File: config.mk
export PLATFORM = sky130hd
export DESIGN_NAME = ptw_mem_arbiter_flat
export DESIGN_NICKNAME = d
export VERILOG_FILES = /design/src/rtl/ptw_mem_arbiter_if.sv /design/src/rtl/ptw_mem_arbiter.sv /design/src/flat_wrapper.sv
export SDC_FILE = /design/constraint.sdc
export NUM_CORES = 1
export LEC_CHECK = 0
export BUFFER_PORTS_ARGS = -buffer_cell sky130_fd_sc_hd__buf_2
export CORE_AREA = 2 2 157 159
export DETAILED_ROUTE_END_ITERATION = 16
export DIE_AREA = 0 0 159 161
export GPL_ROUTABILITY_DRIVEN = 0
export HOLD_SLACK_MARGIN = 0.08
export PLACE_DENSITY = 0.59
export SLEW_MARGIN = 40
export SYNTH_ARGS = -nofsm -noshare
export SYNTH_HDL_FRONTEND = slang
export SYNTH_SLANG_ARGS = --single-unit
export TNS_END_PERCENT = 30
File: constraint.sdc
create_clock -name clk -period 5.6 [get_ports clk]
set_input_delay 0.56 -clock clk [delete_from_list [all_inputs] [get_ports clk]]
set_output_delay 0.56 -clock clk [all_outputs]
set_load 0.02 [all_outputs]
File: src/rtl/ptw_mem_arbiter_if.sv
// Bundle of the walker-side and memory-side signals of the PTW memory arbiter.
// The master modport is the arbiter's view. The slave modport is the view of the environment:
// the walkers, the flush source and the memory read port.
interface ptw_mem_arbiter_if #(
    parameter int unsigned N_REQ  = 3,
    parameter int unsigned ADDR_W = 64,
    parameter int unsigned DATA_W = 64
);
    logic [N_REQ-1:0]        req_valid;
    logic [N_REQ*ADDR_W-1:0] req_addr;
    logic [N_REQ-1:0]        req_lock;
    logic [N_REQ-1:0]        req_ack;
    logic [DATA_W-1:0]       resp_data;
    logic                    resp_err;
    logic [N_REQ-1:0]        grant;
    logic                    flush_req;
    logic                    flush_done;
    logic                    mem_req_valid;
    logic [ADDR_W-1:0]       mem_req_addr;
    logic                    mem_req_ready;
    logic                    mem_resp_valid;
    logic [DATA_W-1:0]       mem_resp_data;
    logic                    mem_resp_err;

    modport master (
        input  req_valid, req_addr, req_lock, flush_req,
        input  mem_req_ready, mem_resp_valid, mem_resp_data, mem_resp_err,
        output req_ack, resp_data, resp_err, grant, flush_done,
        output mem_req_valid, mem_req_addr
    );

    modport slave (
        output req_valid, req_addr, req_lock, flush_req,
        output mem_req_ready, mem_resp_valid, mem_resp_data, mem_resp_err,
        input  req_ack, resp_data, resp_err, grant, flush_done,
        input  mem_req_valid, mem_req_addr
    );
endinterface

File: src/rtl/ptw_mem_arbiter.sv
// Page-table-walk memory arbiter.
// Round-robin sharing of one PTE read port between the walker FSMs, with a per-walk lock so that
// a multi-level walk keeps the port. New grants are held off while an MMU flush is requested.
module ptw_mem_arbiter #(
    parameter int unsigned N_REQ  = 3,
    parameter int unsigned ADDR_W = 64,
    parameter int unsigned DATA_W = 64
) (
    input logic               clk,
    input logic               rst,
    ptw_mem_arbiter_if.master bus
);
    localparam int unsigned IDX_W = (N_REQ > 1) ? $clog2(N_REQ) : 1;
    localparam logic [IDX_W-1:0] LAST_IDX = IDX_W'(N_REQ - 1);
    localparam logic [N_REQ-1:0] ONE_HOT0 = N_REQ'(1);

    localparam logic [1:0] ST_IDLE  = 2'd0;
    localparam logic [1:0] ST_ISSUE = 2'd1;
    localparam logic [1:0] ST_WAIT  = 2'd2;
    localparam logic [1:0] ST_RESP  = 2'd3;

    logic [1:0]        state_q, state_d;
    logic [N_REQ-1:0]  grant_q, grant_d;
    logic [IDX_W-1:0]  owner_q, owner_d;
    logic [IDX_W-1:0]  rr_q, rr_d;
    logic              lock_q, lock_d;
    logic [ADDR_W-1:0] addr_q, addr_d;
    logic [DATA_W-1:0] data_q, data_d;
    logic              err_q, err_d;
    // Set once flush_done has pulsed; re-armed when flush_req drops.
    logic              flush_seen_q, flush_seen_d;

    logic              pick_any;
    logic [IDX_W-1:0]  pick_idx;
    logic [IDX_W-1:0]  scan_idx;
    logic [IDX_W-1:0]  win_idx;
    logic              win_any;

    // Round-robin scan: first valid requester at or after rr_q, wrapping.
    always_comb begin
        pick_any = 1'b0;
        pick_idx = '0;
        scan_idx = '0;
        // Walk from the farthest offset down so the nearest valid requester is written last.
        for (int k = int'(N_REQ) - 1; k >= 0; k--) begin
            scan_idx = IDX_W'((int'(rr_q) + k) % int'(N_REQ));
            if (bus.req_valid[scan_idx]) begin
                pick_any = 1'b1;
                pick_idx = scan_idx;
            end
        end
    end

    // Next-state logic for the arbitration FSM and its datapath registers.
    always_comb begin
        state_d        = state_q;
        grant_d        = grant_q;
        owner_d        = owner_q;
        rr_d           = rr_q;
        lock_d         = lock_q;
        addr_d         = addr_q;
        data_d         = data_q;
        err_d          = err_q;
        flush_seen_d   = flush_seen_q & bus.flush_req;
        bus.flush_done = 1'b0;
        win_any        = 1'b0;
        win_idx        = '0;

        unique case (state_q)
            ST_IDLE: begin
                if (bus.flush_req) begin
                    // Flush accepted: drop any held walk lock, no new grant.
                    bus.flush_done = ~flush_seen_q;
                    flush_seen_d   = 1'b1;
                    lock_d         = 1'b0;
                    grant_d        = '0;
                end else begin
                    if (lock_q && bus.req_valid[owner_q]) begin
                        win_any = 1'b1;
                        win_idx = owner_q;
                    end else begin
                        // Either no lock or the locked walk was aborted.
                        lock_d  = 1'b0;
                        grant_d = '0;
                        win_any = pick_any;
                        win_idx = pick_idx;
                    end
                    if (win_any) begin
                        grant_d = ONE_HOT0 << win_idx;
                        owner_d = win_idx;
                        addr_d  = bus.req_addr[win_idx * ADDR_W +: ADDR_W];
                        state_d = ST_ISSUE;
                    end
                end
            end
            ST_ISSUE: begin
                if (bus.mem_req_ready) begin
                    state_d = ST_WAIT;
                end
            end
            ST_WAIT: begin
                if (bus.mem_resp_valid) begin
                    data_d  = bus.mem_resp_data;
                    err_d   = bus.mem_resp_err;
                    state_d = ST_RESP;
                end
            end
            ST_RESP: begin
                state_d = ST_IDLE;
                if (bus.req_lock[owner_q]) begin
                    lock_d = 1'b1;
                end else begin
                    lock_d  = 1'b0;
                    grant_d = '0;
                    rr_d    = (owner_q == LAST_IDX) ? '0 : owner_q + 1'b1;
                end
            end
            default: state_d = ST_IDLE;
        endcase
    end

    // State and datapath registers; reset drops any in-flight transaction.
    always_ff @(posedge clk or posedge rst) begin
        if (rst) begin
            state_q      <= ST_IDLE;
            grant_q      <= '0;
            owner_q      <= '0;
            rr_q         <= '0;
            lock_q       <= 1'b0;
            addr_q       <= '0;
            data_q       <= '0;
            err_q        <= 1'b0;
            flush_seen_q <= 1'b0;
        end else begin
            state_q      <= state_d;
            grant_q      <= grant_d;
            owner_q      <= owner_d;
            rr_q         <= rr_d;
            lock_q       <= lock_d;
            addr_q       <= addr_d;
            data_q       <= data_d;
            err_q        <= err_d;
            flush_seen_q <= flush_seen_d;
        end
    end

    // Outputs decoded from registered state.
    always_comb begin
        bus.mem_req_valid = (state_q == ST_ISSUE);
        bus.mem_req_addr  = addr_q;
        bus.req_ack       = (state_q == ST_RESP) ? grant_q : '0;
        bus.resp_data     = data_q;
        bus.resp_err      = err_q;
        bus.grant         = grant_q;
    end
endmodule

File: src/flat_wrapper.sv
// flat-port wrapper written by rule: the top's interface ports become plain ports
module ptw_mem_arbiter_flat 
#(
    parameter int unsigned N_REQ  = 3,
    parameter int unsigned ADDR_W = 64,
    parameter int unsigned DATA_W = 64
)
  (clk, rst, bus_req_valid, bus_req_addr, bus_req_lock, bus_flush_req, bus_mem_req_ready, bus_mem_resp_valid, bus_mem_resp_data, bus_mem_resp_err, bus_req_ack, bus_resp_data, bus_resp_err, bus_grant, bus_flush_done, bus_mem_req_valid, bus_mem_req_addr);
  ptw_mem_arbiter_if #(.N_REQ(N_REQ), .ADDR_W(ADDR_W), .DATA_W(DATA_W)) bus_i ();
  input logic clk;
  input logic rst;
  input wire logic [$bits(bus_i.req_valid)-1:0] bus_req_valid;
  input wire logic [$bits(bus_i.req_addr)-1:0] bus_req_addr;
  input wire logic [$bits(bus_i.req_lock)-1:0] bus_req_lock;
  input wire logic [$bits(bus_i.flush_req)-1:0] bus_flush_req;
  input wire logic [$bits(bus_i.mem_req_ready)-1:0] bus_mem_req_ready;
  input wire logic [$bits(bus_i.mem_resp_valid)-1:0] bus_mem_resp_valid;
  input wire logic [$bits(bus_i.mem_resp_data)-1:0] bus_mem_resp_data;
  input wire logic [$bits(bus_i.mem_resp_err)-1:0] bus_mem_resp_err;
  output wire logic [$bits(bus_i.req_ack)-1:0] bus_req_ack;
  output wire logic [$bits(bus_i.resp_data)-1:0] bus_resp_data;
  output wire logic [$bits(bus_i.resp_err)-1:0] bus_resp_err;
  output wire logic [$bits(bus_i.grant)-1:0] bus_grant;
  output wire logic [$bits(bus_i.flush_done)-1:0] bus_flush_done;
  output wire logic [$bits(bus_i.mem_req_valid)-1:0] bus_mem_req_valid;
  output wire logic [$bits(bus_i.mem_req_addr)-1:0] bus_mem_req_addr;
  assign bus_i.req_valid = bus_req_valid;
  assign bus_i.req_addr = bus_req_addr;
  assign bus_i.req_lock = bus_req_lock;
  assign bus_i.flush_req = bus_flush_req;
  assign bus_i.mem_req_ready = bus_mem_req_ready;
  assign bus_i.mem_resp_valid = bus_mem_resp_valid;
  assign bus_i.mem_resp_data = bus_mem_resp_data;
  assign bus_i.mem_resp_err = bus_mem_resp_err;
  assign bus_req_ack = bus_i.req_ack;
  assign bus_resp_data = bus_i.resp_data;
  assign bus_resp_err = bus_i.resp_err;
  assign bus_grant = bus_i.grant;
  assign bus_flush_done = bus_i.flush_done;
  assign bus_mem_req_valid = bus_i.mem_req_valid;
  assign bus_mem_req_addr = bus_i.mem_req_addr;
  ptw_mem_arbiter #(.N_REQ(N_REQ), .ADDR_W(ADDR_W), .DATA_W(DATA_W)) u_core (.clk(clk), .rst(rst), .bus(bus_i));
endmodule
==> summary.txt <==
Global routing
  • Largest net degree at the start of global routing: ~80
  • Total Routing Usage GR: 0.176
  • Global route overflow: 0
  • Initial antenna violation count: 6
  • First-pass GRT wire length: between 30 and 40 mm
  • Vias in the first global route: 6,313

Power
  • Leak Pwr: ~5 nW
  • VDD IR max: between 0.3 and 0.4 mV
  • Cell Pwr Density: around 620 mW/mm²

Floorplanning
  • Die Footprint: ~0.026 mm²
  • Die W: 159 µm
  • I/O pin cnt: between 400 and 500
  • Die H: approximately 160 µm
  • Initial cell density of the core: 0.311
  • Row Count: 57
  • Core footprint: roughly 0.024 mm²

Placed design
  • Buffers added on ports: roughly 400
  • Worst slack at placement: ~2200 ps
  • Dpl cells: 1,281
  • Hpwl dp: ~17 mm

Timing
  • Setup TNS Final: 0 ps
  • Hold Fails Final Rpt: 0
  • FMAX: ~0.3 GHz
  • RSZ-0062 raised after global routing: false
  • Final Max Tran Viols: 0
  • Slew of the pin with the lowest slew margin: 772 ps
  • Period utilization: 0.594
  • Worst slew margin: 0.485
  • Final min period: between 3000 and 4000 ps
  • Final worst setup slack: 2270 ps
  • Fin Hold WS: about 180 ps
  • Worst-case clock skew: between 20 and 25 ps
  • Setup violations, final: 0

Outcome
  • Status: complete, no violations

Critical path
  • Kind of critical path: register to register
  • Worst r2r src: u_core.rr_q[0]$_DFFE_PP0P_
  • Crit path max fanout: 33
  • Req. time, crit path: ~5900 ps
  • Critical path origin: u_core.rr_q[0]$_DFFE_PP0P_
  • CP Capture Type: register
  • Cells on worst reg2reg path: 10
  • Worst r2r dst: u_core.bus.mem_req_addr[51]$_DFFE_PP0P_
  • CP arrival: ~3600 ps
  • Startpoint types: register
  • R2R Setup Slk: approximately 2300 ps
  • End of the critical path: u_core.bus.mem_req_addr[51]$_DFFE_PP0P_

Synth
  • Synth async-reset ratio: 1.00
  • Ys Warns: 0
  • EDFF count, synth: 0
  • Flops & latches, synth: 140
  • Synthesized cell area: ~0.0075 mm²
  • Top FF cell, synth: dfrtp_1
  • Yosys cell types: 46
  • Syn_nets: between 800 and 900
  • Avg Inst Size Synth: 12.7 µm²
  • Cells after Synth: roughly 590
  • Seq/Total Area, Yosys: 0.470

Final layout
  • Synth-to-layout area growth: 38.7%
  • Non-Filler Instances: roughly 1,300
  • Final net count: 1,251
  • Finished Core Util: 0.432
  • Layout cells sized above 1: 0.579

Route
  • Routed WL: roughly 23 mm
  • Antenna-violating nets left: 0
  • First-pass iteration count of the detailed router: 4
  • Routed vias/inst: 4.67
  • DR WL/cell: between 15 and 20 µm
  • Total number of vias: 6,136
  • DRT iter0 DRCs: approximately 260
  • # DRC: 0

Clock tree
  • Hold_buf cts: 0
  • H-tree depth: 4
  • Postcts setup bufs: 0
  • CTS tree: built
  • Post_cts resized: 0
  • Clk sinks: between 100 and 150
  • CTS Buf Count: 17
  • Worst-Skew Late Latency: about 430 ps
  • Clock transition at path regs: 80 ps
  • Clk buf depth: 2
  • Root Buffer: clkbuf_16

Flow run
  • Max_cap viols: 0

Min path
  • Worst Hold Class: input pin to async pin
==> area by class of cell <==
class	instances	area, µm²
clock inverters	15	195
repair buffers	413	2110
well taps	324	405
fillers	2351	13600
inverters	9	41.3
clock buffers	17	425
diodes	2	5.00
flip-flops and latches	140	3500
multi-input cells	395	3670
==> power by group <==
group,switching (mW),total (mW),internal [mW]
registers,0.269,1.80,1.53
logic,2.06,3.44,1.38
clock network,0.525,1.21,0.683
total,2.85,6.44,3.59
==> critical path, stage by stage (launching register included) <==
cell and delay (ps):
dfrtp_1 400, inv_1 90, ha_1 310, and2_1 190, a221oi_1 50, o21ai_0 310, o311a_4 600, and2_4 610
buf_12 300, buf_4 260, a21oi_4 70
==> how the worst min path moves through the flow <==
stage | startpoint | slack, ps | to | cells past startpoint
floorplan | u_core.flush_seen_q$_DFF_PP0_ | 460 | u_core.flush_seen_q$_DFF_PP0_ | 2
finish | rst | 180 | u_core.bus.resp_data[49]$_DFFE_PP0P_ | 2
global placement | u_core.flush_seen_q$_DFF_PP0_ | 480 | u_core.flush_seen_q$_DFF_PP0_ | 2
CTS | rst | 280 | u_core.bus.resp_data[49]$_DFFE_PP0P_ | 2
detailed placement | u_core.bus.resp_data[29]$_DFFE_PP0P_ | 490 | u_core.bus.resp_data[29]$_DFFE_PP0P_ | 1
global route | rst | 220 | u_core.bus.resp_data[49]$_DFFE_PP0P_ | 2
==> synth_stat cells (all sizes together) (2+ instances only) <==
cell	number	area, µm²
and3	2	12.5
a221oi	3	32.5
o21ai	4	20.0
dfrtp	140	3500
buf	23	204
inv	9	33.8
and2	7	46.3
mux2i	130	1300
ha	7	87.6
clkbuf	21	82.6
a22o	2	17.5
nand2	7	26.3
nand3b	2	15.0
a21oi	65	581
nor2	8	30.0
o31ai	3	27.5
mux2	70	792
a211oi	3	27.5
nor2b	3	18.8
o21bai	63	473
nand2b	3	18.8
==> state kept, by name (all words and copies together) (netlist names) <==
register and cells:
u_core.bus.grant 3, u_core.flush_seen_q 1, u_core.state_q 2, u_core.bus.mem_req_addr 64, u_core.rr_q 2, u_core.bus.resp_data 64, u_core.owner_q 2, u_core.bus.resp_err 1
u_core.lock_q 1
==> metrics by stage <==
stage,power (mW),instance area [µm²]
floorplan,4.26,7460
global placement,5.23,9700
global route,6.83,10300
finish,6.44,10300
detailed placement,5.29,9720
CTS,6.52,10300
==> cells in the final DEF, fill, tap and decap left out, types with 2 or more instances in the layout <==
cell and n:
and2_1 6, o31ai_1 2, inv_8 5, clkbuf_16 17, inv_1 8, a21oi_4 9, nand2_1 6, bufinv_16 2
a221oi_1 2, nor2b_1 3, diode_2 2, buf_2 404, a22o_1 2, o21ai_0 3, mux2i_1 130, buf_4 7
inv_6 5, nor2_1 8, mux2_2 69, ha_1 7, nand2b_1 3, clkinv_8 2, a211oi_1 2, dfrtp_1 140
a21oi_1 15, o21bai_1 63, a21oi_2 41, nand3b_1 2
==> kinds of logic after synthesis <==
| family | synth area share |
|---|---|
| DFF | 0.470 |
| adders and majority gates | 0.0117 |
| buffers and inverters | 0.0429 |
| muxes | 0.281 |
| and+or+nand+nor | 0.0263 |
| AOI/OAI and AO/OA | 0.169 |
==> layer usage <==
layer,share of wire,wire length [µm],track usage
met5,0.0017,40,0
met4,0.025,584,0.0612
met3,0.092,2120,0.0678
met2,0.50,11400,0.304
met1,0.38,8840,0.199
Note: power is estimated with default switching activity, not from simulation.
